===== src/rtl/mio_bus_responder.sv =====
// ---------------------------------------------------------------------------
// mio_bus_responder
//
// Purpose:
//   Single-master memory/IO responder. It accepts one CPU request at a time,
//   inserts WAIT_CYCLES wait states, then gives a one-cycle response. The
//   address space holds a word RAM, a 16-bit LED register and a free-running
//   32-bit cycle counter. Misaligned or unmapped accesses get err with the
//   response and have no side effects.
//
// Parameters:
//   DEPTH_LOG2   RAM holds 2^DEPTH_LOG2 32-bit words starting at address 0
//   WAIT_CYCLES  wait states before each response (0..15)
//   PERIPH_BASE  LED register at +0x0, cycle counter at +0x4
//
// Ports:
//   clk        in   1   rising-edge clock
//   reset      in   1   synchronous, active-low reset
//   CPU_MIO    in   1   request valid, held until MIO_ready
//   mem_w      in   1   1 = write, 0 = read
//   Addr_in    in  32   byte address
//   Data_wr    in  32   write data
//   Data_rd    out 32   read data, non-zero only during the response cycle
//   MIO_ready  out  1   one-cycle response strobe
//   err        out  1   misaligned/unmapped flag, valid with MIO_ready
//   led_out    out 16   LED register contents
// ---------------------------------------------------------------------------
module mio_bus_responder #(
    parameter int unsigned DEPTH_LOG2  = 6,
    parameter int unsigned WAIT_CYCLES = 1,
    parameter logic [31:0] PERIPH_BASE = 32'hF000_0000
) (
    input  logic        clk,
    input  logic        reset,
    input  logic        CPU_MIO,
    input  logic        mem_w,
    input  logic [31:0] Addr_in,
    input  logic [31:0] Data_wr,
    output logic [31:0] Data_rd,
    output logic        MIO_ready,
    output logic        err,
    output logic [15:0] led_out
);

    localparam int unsigned WORDS     = 1 << DEPTH_LOG2;
    localparam logic [32:0] RAM_BYTES = 33'(WORDS) << 2;
    localparam logic [31:0] LED_ADDR  = PERIPH_BASE;
    localparam logic [31:0] CNT_ADDR  = PERIPH_BASE + 32'd4;
    localparam logic [3:0]  WAIT_LAST = (WAIT_CYCLES == 0) ? 4'd0 : 4'(WAIT_CYCLES - 1);

    typedef enum logic [1:0] {
        IDLE = 2'd0,
        WAIT = 2'd1,
        RESP = 2'd2
    } state_t;

    state_t      state_q, state_d;
    logic [3:0]  waitCnt_q, waitCnt_d;
    logic [31:0] addr_q;
    logic [31:0] wdata_q;
    logic        write_q;
    logic [31:0] cycleCnt_q;
    logic [31:0] cntSample_q;
    logic [15:0] led_q;
    logic [31:0] mem_q [WORDS];

    logic                  accept;
    logic                  enterResp;
    logic [31:0]           txAddr;
    logic [31:0]           txWdata;
    logic                  txWrite;
    logic                  txMisaligned;
    logic                  txLed;
    logic                  txCnt;
    logic                  txRam;
    logic                  txErr;
    logic                  commit;
    logic [DEPTH_LOG2-1:0] ramIdx;

    // Next-state logic. The wait counter restarts on every accept and keeps
    // counting through WAIT; only its value against WAIT_LAST matters.
    always_comb begin
        state_d   = state_q;
        waitCnt_d = waitCnt_q;
        case (state_q)
            IDLE: begin
                if (CPU_MIO) begin
                    waitCnt_d = 4'd0;
                    state_d   = (WAIT_CYCLES == 0) ? RESP : WAIT;
                end
            end
            WAIT: begin
                waitCnt_d = waitCnt_q + 4'd1;
                if (waitCnt_q == WAIT_LAST) begin
                    state_d = RESP;
                end
            end
            RESP: begin
                state_d = IDLE;
            end
            default: begin
                state_d = IDLE;
            end
        endcase
    end

    assign accept    = (state_q == IDLE) && CPU_MIO;
    assign enterResp = (state_d == RESP) && (state_q != RESP);

    // With zero wait states the commit edge is also the accept edge, so the
    // request fields come straight from the inputs while still in IDLE.
    // In every other state the latched copy is authoritative.
    assign txAddr  = (state_q == IDLE) ? Addr_in : addr_q;
    assign txWdata = (state_q == IDLE) ? Data_wr : wdata_q;
    assign txWrite = (state_q == IDLE) ? mem_w   : write_q;

    // Address decode. Peripherals win over RAM, and anything at or above the
    // RAM size that is not a peripheral is unmapped (no aliasing).
    always_comb begin
        txMisaligned = (txAddr[1:0] != 2'b00);
        txLed        = (txAddr == LED_ADDR);
        txCnt        = (txAddr == CNT_ADDR);
        txRam        = !txLed && !txCnt && ({1'b0, txAddr} < RAM_BYTES);
        txErr        = txMisaligned || !(txRam || txLed || txCnt);
    end

    assign ramIdx = txAddr[DEPTH_LOG2+1:2];
    assign commit = enterResp && txWrite && !txErr;

    always_ff @(posedge clk) begin
        if (!reset) begin
            state_q     <= IDLE;
            waitCnt_q   <= 4'd0;
            addr_q      <= 32'd0;
            wdata_q     <= 32'd0;
            write_q     <= 1'b0;
            cycleCnt_q  <= 32'd0;
            cntSample_q <= 32'd0;
            led_q       <= 16'd0;
        end else begin
            state_q    <= state_d;
            waitCnt_q  <= waitCnt_d;
            cycleCnt_q <= cycleCnt_q + 32'd1;
            if (accept) begin
                addr_q  <= Addr_in;
                wdata_q <= Data_wr;
                write_q <= mem_w;
            end
            if (enterResp) begin
                cntSample_q <= cycleCnt_q;
            end
            if (commit && txLed) begin
                led_q <= txWdata[15:0];
            end
        end
    end

    // RAM has no reset; the reset term only blocks a write on an aborting edge.
    always_ff @(posedge clk) begin
        if (reset && commit && txRam) begin
            mem_q[ramIdx] <= txWdata;
        end
    end

    always_comb begin
        MIO_ready = (state_q == RESP);
        err       = (state_q == RESP) && txErr;
        Data_rd   = 32'd0;
        if ((state_q == RESP) && !write_q && !txErr) begin
            if (txRam) begin
                Data_rd = mem_q[ramIdx];
            end else if (txLed) begin
                Data_rd = {16'd0, led_q};
            end else if (txCnt) begin
                Data_rd = cntSample_q;
            end
        end
    end

    assign led_out = led_q;

endmodule


===== config.mk =====
export PLATFORM = sky130hd
export DESIGN_NAME = mio_bus_responder
export DESIGN_NICKNAME = d
export VERILOG_FILES = /design/src/rtl/mio_bus_responder.sv
export SDC_FILE = /design/constraint.sdc
export NUM_CORES = 2
export LEC_CHECK = 0
export ABC_AREA = 1
export BUFFER_PORTS_ARGS = -buffer_cell sky130_fd_sc_hd__buf_2
export CORE_MARGIN = 4
export CORE_UTILIZATION = 50
export CTS_BUF_LIST = sky130_fd_sc_hd__clkbuf_8
export DETAILED_ROUTE_END_ITERATION = 16
export HOLD_SLACK_MARGIN = 0.12
export PLACE_DENSITY = 0.66
export SLEW_MARGIN = 20
export SYNTH_ARGS = -nofsm -noshare
export SYNTH_HDL_FRONTEND = slang
export SYNTH_SLANG_ARGS = --single-unit

===== constraint.sdc =====
create_clock -name clk -period 6 [get_ports clk]
set_input_delay 0.6 -clock clk [delete_from_list [all_inputs] [get_ports clk]]
set_output_delay 0.6 -clock clk [all_outputs]
set_load 0.005 [all_outputs]

== Word-level counts from Yosys, hierarchy flattened ==
Memories as Yosys holds them, arrays and structs flattened.
Index checks and enable logic that the tools add are counted.

* Add/sub/neg operators: 2
* $mul: 0
* Div/mod/pow operators: 0
* $lt $le $gt $ge: 1
* Eq/ne operators: 7
* Shift-type cells: 0
* Multiplexer cells: 14
* Bitwise gates (word level): 0
* Reductions and logical operators: 25

{| class="wikitable"
|+ Operator list
! kind !! number
|-
| $mux W32 || 6
|-
| $eq A32 B32 Y1 const B || 2
|-
| $add A32 B1 Y32 const B || 1
|-
| $lt A32 B9 Y1 const B || 1
|-
| $logic_and A1 B1 Y1 || 12
|-
| $pmux W4 S2 || 1
|-
| $logic_not A1 Y1 || 5
|-
| $add A4 B1 Y4 const B || 1
|-
| $eq A2 B2 Y1 const B || 2
|-
| $logic_not A4 Y1 || 1
|-
| $mux W2 || 2
|-
| $mux W4 || 1
|-
| $ne A2 B2 Y1 const B || 2
|-
| $pmux W2 S2 || 1
|-
| $reduce_bool A2 Y1 || 2
|-
| $logic_or A1 B1 Y1 || 3
|-
| $mux W1 || 3
|-
| $eq A2 B1 Y1 const B || 1
|-
| $logic_not A2 Y1 || 1
|-
| $reduce_and A2 Y1 || 1
|}

* Flip-flop bits (word level): 151
* Latch bits: 0
* Memory bits (writable): 2048
* Memory bits (read-only): 0
* Output and inout port bits: 50
* Memories kept: 1

{| class="wikitable"
|+ Memory list
! name !! words !! bits a word !! read ports !! clocked after Yosys merged registers in !! wr ports !! line !! text
|-
| mem_q || 64 || 32 || 1 || 0 || 1 || 65 || <nowiki>logic [31:0] mem_q [WORDS];</nowiki>
|}

== Longest topological paths before layout ==
* Depth after elaboration: 16
* Mapped depth: 18
* Depth with buffers taken out: 15

== Least setup slack after synthesis ==
Ideal clock, no wire load.

* Path kind: input to register
* Start: in Addr_in[12]
* End: mem mem_q[1][0], enable pin
* Data arrival time: 4.190 ns
* Path slack: 1.349 ns
* Stages on the path: 12
* Path buffers: 0
* Cell sequence: or2_2 -> nor2_1 -> nand2_1 -> nand2_1 -> inv_1 -> nor2_1 -> nand2_2 -> nand3_2 -> nand3_2 -> nor2_8 -> inv_2 -> nor3_1

* Cells in the longest elaborated chain, start to end: 15
* Elaborated cells on any way between the ends: 18
* Those cells by class: order compare (1); eq/ne (2); mux (3); reduce/logical (12)

{| class="wikitable"
|+ RTL lines
! item !! line !! text
|-
| from (decl) || 37 || <nowiki>input logic [31:0] Addr_in,</nowiki>
|-
| $mux W32 (*) || 113 || <nowiki>assign txAddr = (state_q == IDLE) ? Addr_in : addr_q;</nowiki>
|-
| branches (longest 11 deep; another with $lt A32 B9 Y1) || -- ||
|-
| $logic_and A1 B1 Y1 (*) || 160 || <nowiki>if (reset && commit && txRam) begin</nowiki>
|-
| $mux W1 (*) || 160 ||
|-
| $mux W1 (implied by the code) (*) || 161 || <nowiki>mem_q[ramIdx] <= txWdata;</nowiki>
|-
| to (decl) || 65 ||
|}

Mark *: on every way between the ends.

== Final worst setup path ==
* Start: reg state_q[1]
* End: out Data_rd[2]

* Cells in the longest elaborated chain, start to end: 13
* Elaborated cells on any way between the ends: 23
* Those cells by class: order compare (1); eq/ne (3); mux (5); reduce/logical (13); memory (1)

{| class="wikitable"
|+ RTL lines
! item !! line !! text
|-
| from (decl) || 57 || <nowiki>state_t state_q, state_d;</nowiki>
|-
| from (signal assigned) || 141 || <nowiki>state_q <= state_d;</nowiki>
|-
| branches (longest 12 deep; another with $lt A32 B9 Y1) || -- ||
|-
| $mux W32 (*) || 169 || <nowiki>if ((state_q == RESP) && !write_q && !txErr) begin</nowiki>
|-
| to (decl) || 39 || <nowiki>output logic [31:0] Data_rd,</nowiki>
|}

Marked as above.

==> impl_summary.txt <==
----------------------------------------------------
[Place]
  Placed inst area ... 96400 um^2
  Post-detailed-placement half-perimeter wirelength ... 140 mm
  Dpl ws ... 1.33 ns
  Final RePlAce weighted congestion ... 0.866
  Port Buffers ... 117

[STA]
  Unrepaired setup endpoints after global routing ... no
  Maximum achievable frequency ... 173 MHz
  Minimum period implied by the final worst setup slack ... 5.76 ns
  Clk_skew ... 0.0749 ns
  Max-slew violation total from the final report ... 0
  Setup tns final ... 0 ns
  Hold violation count in the final report ... 0
  Slew at the pin with the worst max-slew slack ... 1.12 ns
  Final cycle utilization of the critical path ... 0.961
  Final-report setup violation count ... 0
  Setup slack of the critical path after layout ... 0.236 ns
  Max-Slew Margin vs Limit ... 0.253

[Floorplan]
  # IOs ... 118
  Total core area ... 183000 um^2
  Overall die area ... 191000 um^2
  Die Ht ... 437 um
  Initial core utilization ... 0.502
  Count of standard-cell rows ... 157
  Die width ... 437 um

[Synthesis]
  Share of synthesized registers carrying an async set or reset ... 0
  Area contributors post-synth ... sky130_fd_sc_hd__edfxtp_1 67%, sky130_fd_sc_hd__nand2_1 11%, sky130_fd_sc_hd__nand3_1 7.2%
  Cell area after technology mapping ... 91800 um^2
  Area fraction in and, or, nand and nor cells after synthesis ... 0.206
  Post-synthesis sequential area ratio ... 0.702
  Cell type contributing the most total cell area after synthesis ... sky130_fd_sc_hd__edfxtp_1
  Dominant combinational cell family by area after synthesis ... simple AND/OR/NAND/NOR gates
  Area share of fa/ha/maj cells after synthesis ... 0.000409
  Cells after synthesis ... 8645
  Most used flip-flop cell after synthesis ... sky130_fd_sc_hd__edfxtp_1
  Area share of the leading cell type in the synthesized netlist ... 0.670
  XOR/XNOR Fraction of Synth Area ... 0.000477
  EDFF count, synth ... 2048
  Post-synthesis sequential element count ... 2199
  Compound-gate portion of the synthesized area ... 0.0359
  Cell variety after synth ... 43
  Avg Cell Area, Syn ... 10.6 um^2
  Yosys warns ... 0
  Net count of the mapped netlist ... 8716
  Share of synthesized area spent on multiplexers ... 0

[Clock tree]
  Later-pin clock latency in the skew report ... 1.07 ns
  Number of clock buffers inserted by TritonCTS ... 363
  CTS tree ... done
  Worst-path clk slew ... 0.06 ns
  CTS H-tree depth ... 5
  Clock root cell ... sky130_fd_sc_hd__clkbuf_8
  Max Buffers Root-to-Sink ... 4
  Count of clock tree sinks ... 2199

[Final layout]
  NumNets Final ... 8964
  Layout cells sized above 1 ... 0.0946
  Utilization after layout ... 0.565
  Flip-flop and latch area ... 64500 um^2
  Final-layout fill cell count ... 15200
  Relative area change from synthesis to final layout ... 12.5%
  Non-Filler Cell Area, Final ... 103000 um^2
  Area of combinational cells with multiple inputs ... 23100 um^2

[Setup path]
  Critical-path cell with the highest stage delay ... sky130_fd_sc_hd__buf_12
  Startpoint types ... register
  Worst path cell trace ... nor2_4 > buf_4 > nand2_1 > o21ai_4 > buf_4 > buf_12 > nand3_1 > nand3_1 > nand2_1 > nand2_1 > nand2_1 > nor2_1 > nor2_1 > nor2_1 > buf_2
  Required @ worst endpoint ... 5.40 ns
  Crit Path Category ... reg2out
  Max FO, Critical Path ... 108
  Critical path's largest stage delay ... 0.61 ns
  Crit. End Element ... output port
  Crit path top cell by count ... sky130_fd_sc_hd__nand2_1
  Data arrival time at the worst-slack endpoint ... 5.16 ns

[Route]
  Via-to-Cell Ratio ... 5.52
  Vias ... 64100
  Post-route DRC ... 0
  Final wirelength ... 259 mm
  Post-route ant nets ... 0
  Initial DRC count ... 8061
  Number of iterations in the first detailed-routing pass ... 5
  Detailed-route wire length per cell ... 22.3 um

[Pwr]
  Worst voltage drop across the vdd grid ... 0.234 mV
  Total power density per cell area ... 326 nW/um^2
  Leakage power figure ... 40.1 nW

[GRT]
  Pin count of the biggest net entering global routing ... 181
  Antenna violations before repair ... 11
  GRT Overall Usage ... 0.267
  First-pass GRT wire length ... 385 mm
  Number of global-route vias before repair ... 61200
  Total overflow reported by the global router ... 0

[Hold path]
  Class of the tightest hold or removal check ... in2reg

[Flow run]
  Max_cap viols ... 0

[Status]
  Status ... finished, final reports clean

----------------------------------------------------
-- critical path: cells and delay by family, from the launching register on --
family,cells,cell delay [ns]
buf+inv,4,1.75
simple gates,10,1.73
flops,1,0.36
compound gates,1,0.14
-- layer usage --
| layer | wire [um] | up-vias | global-route usage |
|---|---|---|---|
| li1 | - | 29600 | - |
| met1 | 105000 | 30800 | 0.371 |
| met2 | 117000 | 3083 | 0.409 |
| met3 | 23600 | 589 | 0.0477 |
| met4 | 13100 | 0 | 0.130 |
| met5 | 0 | - | 0 |
-- cell usage in the layout (no fill, tap or decap), types with 6 or more instances in the layout --
cell type / instances
sky130_fd_sc_hd__dfxtp_1: 151
sky130_fd_sc_hd__o21ai_0: 482
sky130_fd_sc_hd__clkbuf_8: 373
sky130_fd_sc_hd__nand3_1: 1323
sky130_fd_sc_hd__inv_6: 7
sky130_fd_sc_hd__dlygate4sd3_1: 65
sky130_fd_sc_hd__nand4_1: 9
sky130_fd_sc_hd__nor2_1: 312
sky130_fd_sc_hd__buf_4: 142
sky130_fd_sc_hd__nand2_1: 2731
sky130_fd_sc_hd__clkinv_2: 34
sky130_fd_sc_hd__edfxtp_1: 2048
sky130_fd_sc_hd__nand3_4: 6
sky130_fd_sc_hd__nor2_4: 59
sky130_fd_sc_hd__nor3_2: 9
sky130_fd_sc_hd__o22ai_1: 15
sky130_fd_sc_hd__nand3b_1: 16
sky130_fd_sc_hd__a21oi_1: 95
sky130_fd_sc_hd__nor3_1: 17
sky130_fd_sc_hd__buf_2: 116
sky130_fd_sc_hd__o21ai_4: 36
sky130_fd_sc_hd__buf_12: 49
sky130_fd_sc_hd__inv_1: 908
sky130_fd_sc_hd__clkinv_1: 87
-- kinds of logic (layout without fill, tap and decap cells) --
family	after synthesis	after routing
buffers and inverters	1289	1795
adder cells (fa/ha/maj)	3	3
AO/OA/AOI/OAI	643	643
other	0	5
flip-flops	2199	2199
XOR/XNOR	5	5
AND/OR/NAND/NOR	4506	4506
-- Yosys cell counts, types with 4 or more instances --
cell type and number:
sky130_fd_sc_hd__nand2_2 4, sky130_fd_sc_hd__clkbuf_1 247, sky130_fd_sc_hd__o21ai_0 514, sky130_fd_sc_hd__a21oi_1 95, sky130_fd_sc_hd__o22ai_1 15, sky130_fd_sc_hd__edfxtp_1 2048
sky130_fd_sc_hd__nor2_1 369, sky130_fd_sc_hd__nand3b_1 16, sky130_fd_sc_hd__nand3_1 1324, sky130_fd_sc_hd__nand2_1 2733, sky130_fd_sc_hd__nor3_1 26, sky130_fd_sc_hd__dfxtp_1 151
sky130_fd_sc_hd__or2_2 4, sky130_fd_sc_hd__inv_1 790, sky130_fd_sc_hd__o21ai_2 5, sky130_fd_sc_hd__nand4_1 9, sky130_fd_sc_hd__inv_2 5, sky130_fd_sc_hd__o21a_1 5
sky130_fd_sc_hd__buf_2 175, sky130_fd_sc_hd__nand3_4 6, sky130_fd_sc_hd__buf_1 67
-- layout make-up --
class | instances | share of cell area
clock inverters | 250 | 0.0107
diodes | 5 | 0.000121
inverters | 798 | 0.0291
clock buffers | 373 | 0.0497
flip-flops and latches | 2199 | 0.625
well taps | 2464 | 0.0298
repair buffers | 374 | 0.0319
multi-input cells | 5157 | 0.224
-- path summary, 6_finish.rpt --
| path | endpoint | cells after the start | slack (ns) | from |
|---|---|---|---|---|
| min | cycleCnt_q[1]$_SDFF_PN0_ | 4 | 0.30 | reset |
| max | Data_rd[2] | 15 | 0.24 | state_q[1]$_SDFF_PN0_ |
| min reg2reg | addr_q[28]$_SDFFE_PN0P_ | 2 | 0.45 | addr_q[28]$_SDFFE_PN0P_ |
| max reg2reg | mem_q[18][26]$_DFFE_PP_ | 13 | 1.31 | state_q[1]$_SDFF_PN0_ |
-- registers in the layout, indices dropped and copies added (netlist names) --
register	cells
waitCnt_q	4
write_q	1
cycleCnt_q	32
addr_q	32
wdata_q	32
mem_q	2048
cntSample_q	32
led_out	16
state_q	2
-- per-stage QoR --
stage	total power (W)	hold slack, ns	std cells
detailed placement	0.0222	0.439	10900
CTS	0.0338	0.177	11600
floorplan	0.0203	0.425	8645
global placement	0.0221	0.437	10900
global route	0.0349	0.270	11600
finish	0.0337	0.297	11600
-- report_power, final --
| part | total (W) | internal, W | leakage (nW) | switching [W] |
|---|---|---|---|---|
| logic | 0.00482 | 0.00111 | 16.7 | 0.00371 |
| clock network | 0.0117 | 0.00586 | 3.65 | 0.00585 |
| registers | 0.0172 | 0.0171 | 19.7 | 0.0000324 |
-- what timing repair did --
action / in CTS / in global routing
hold buffers: 65 / 0
buffers inserted: 0 / 0
resized for setup: 0 / 0
endpoints found under the hold margin: 65 / 0
Power figures use the tool's default switching activity.
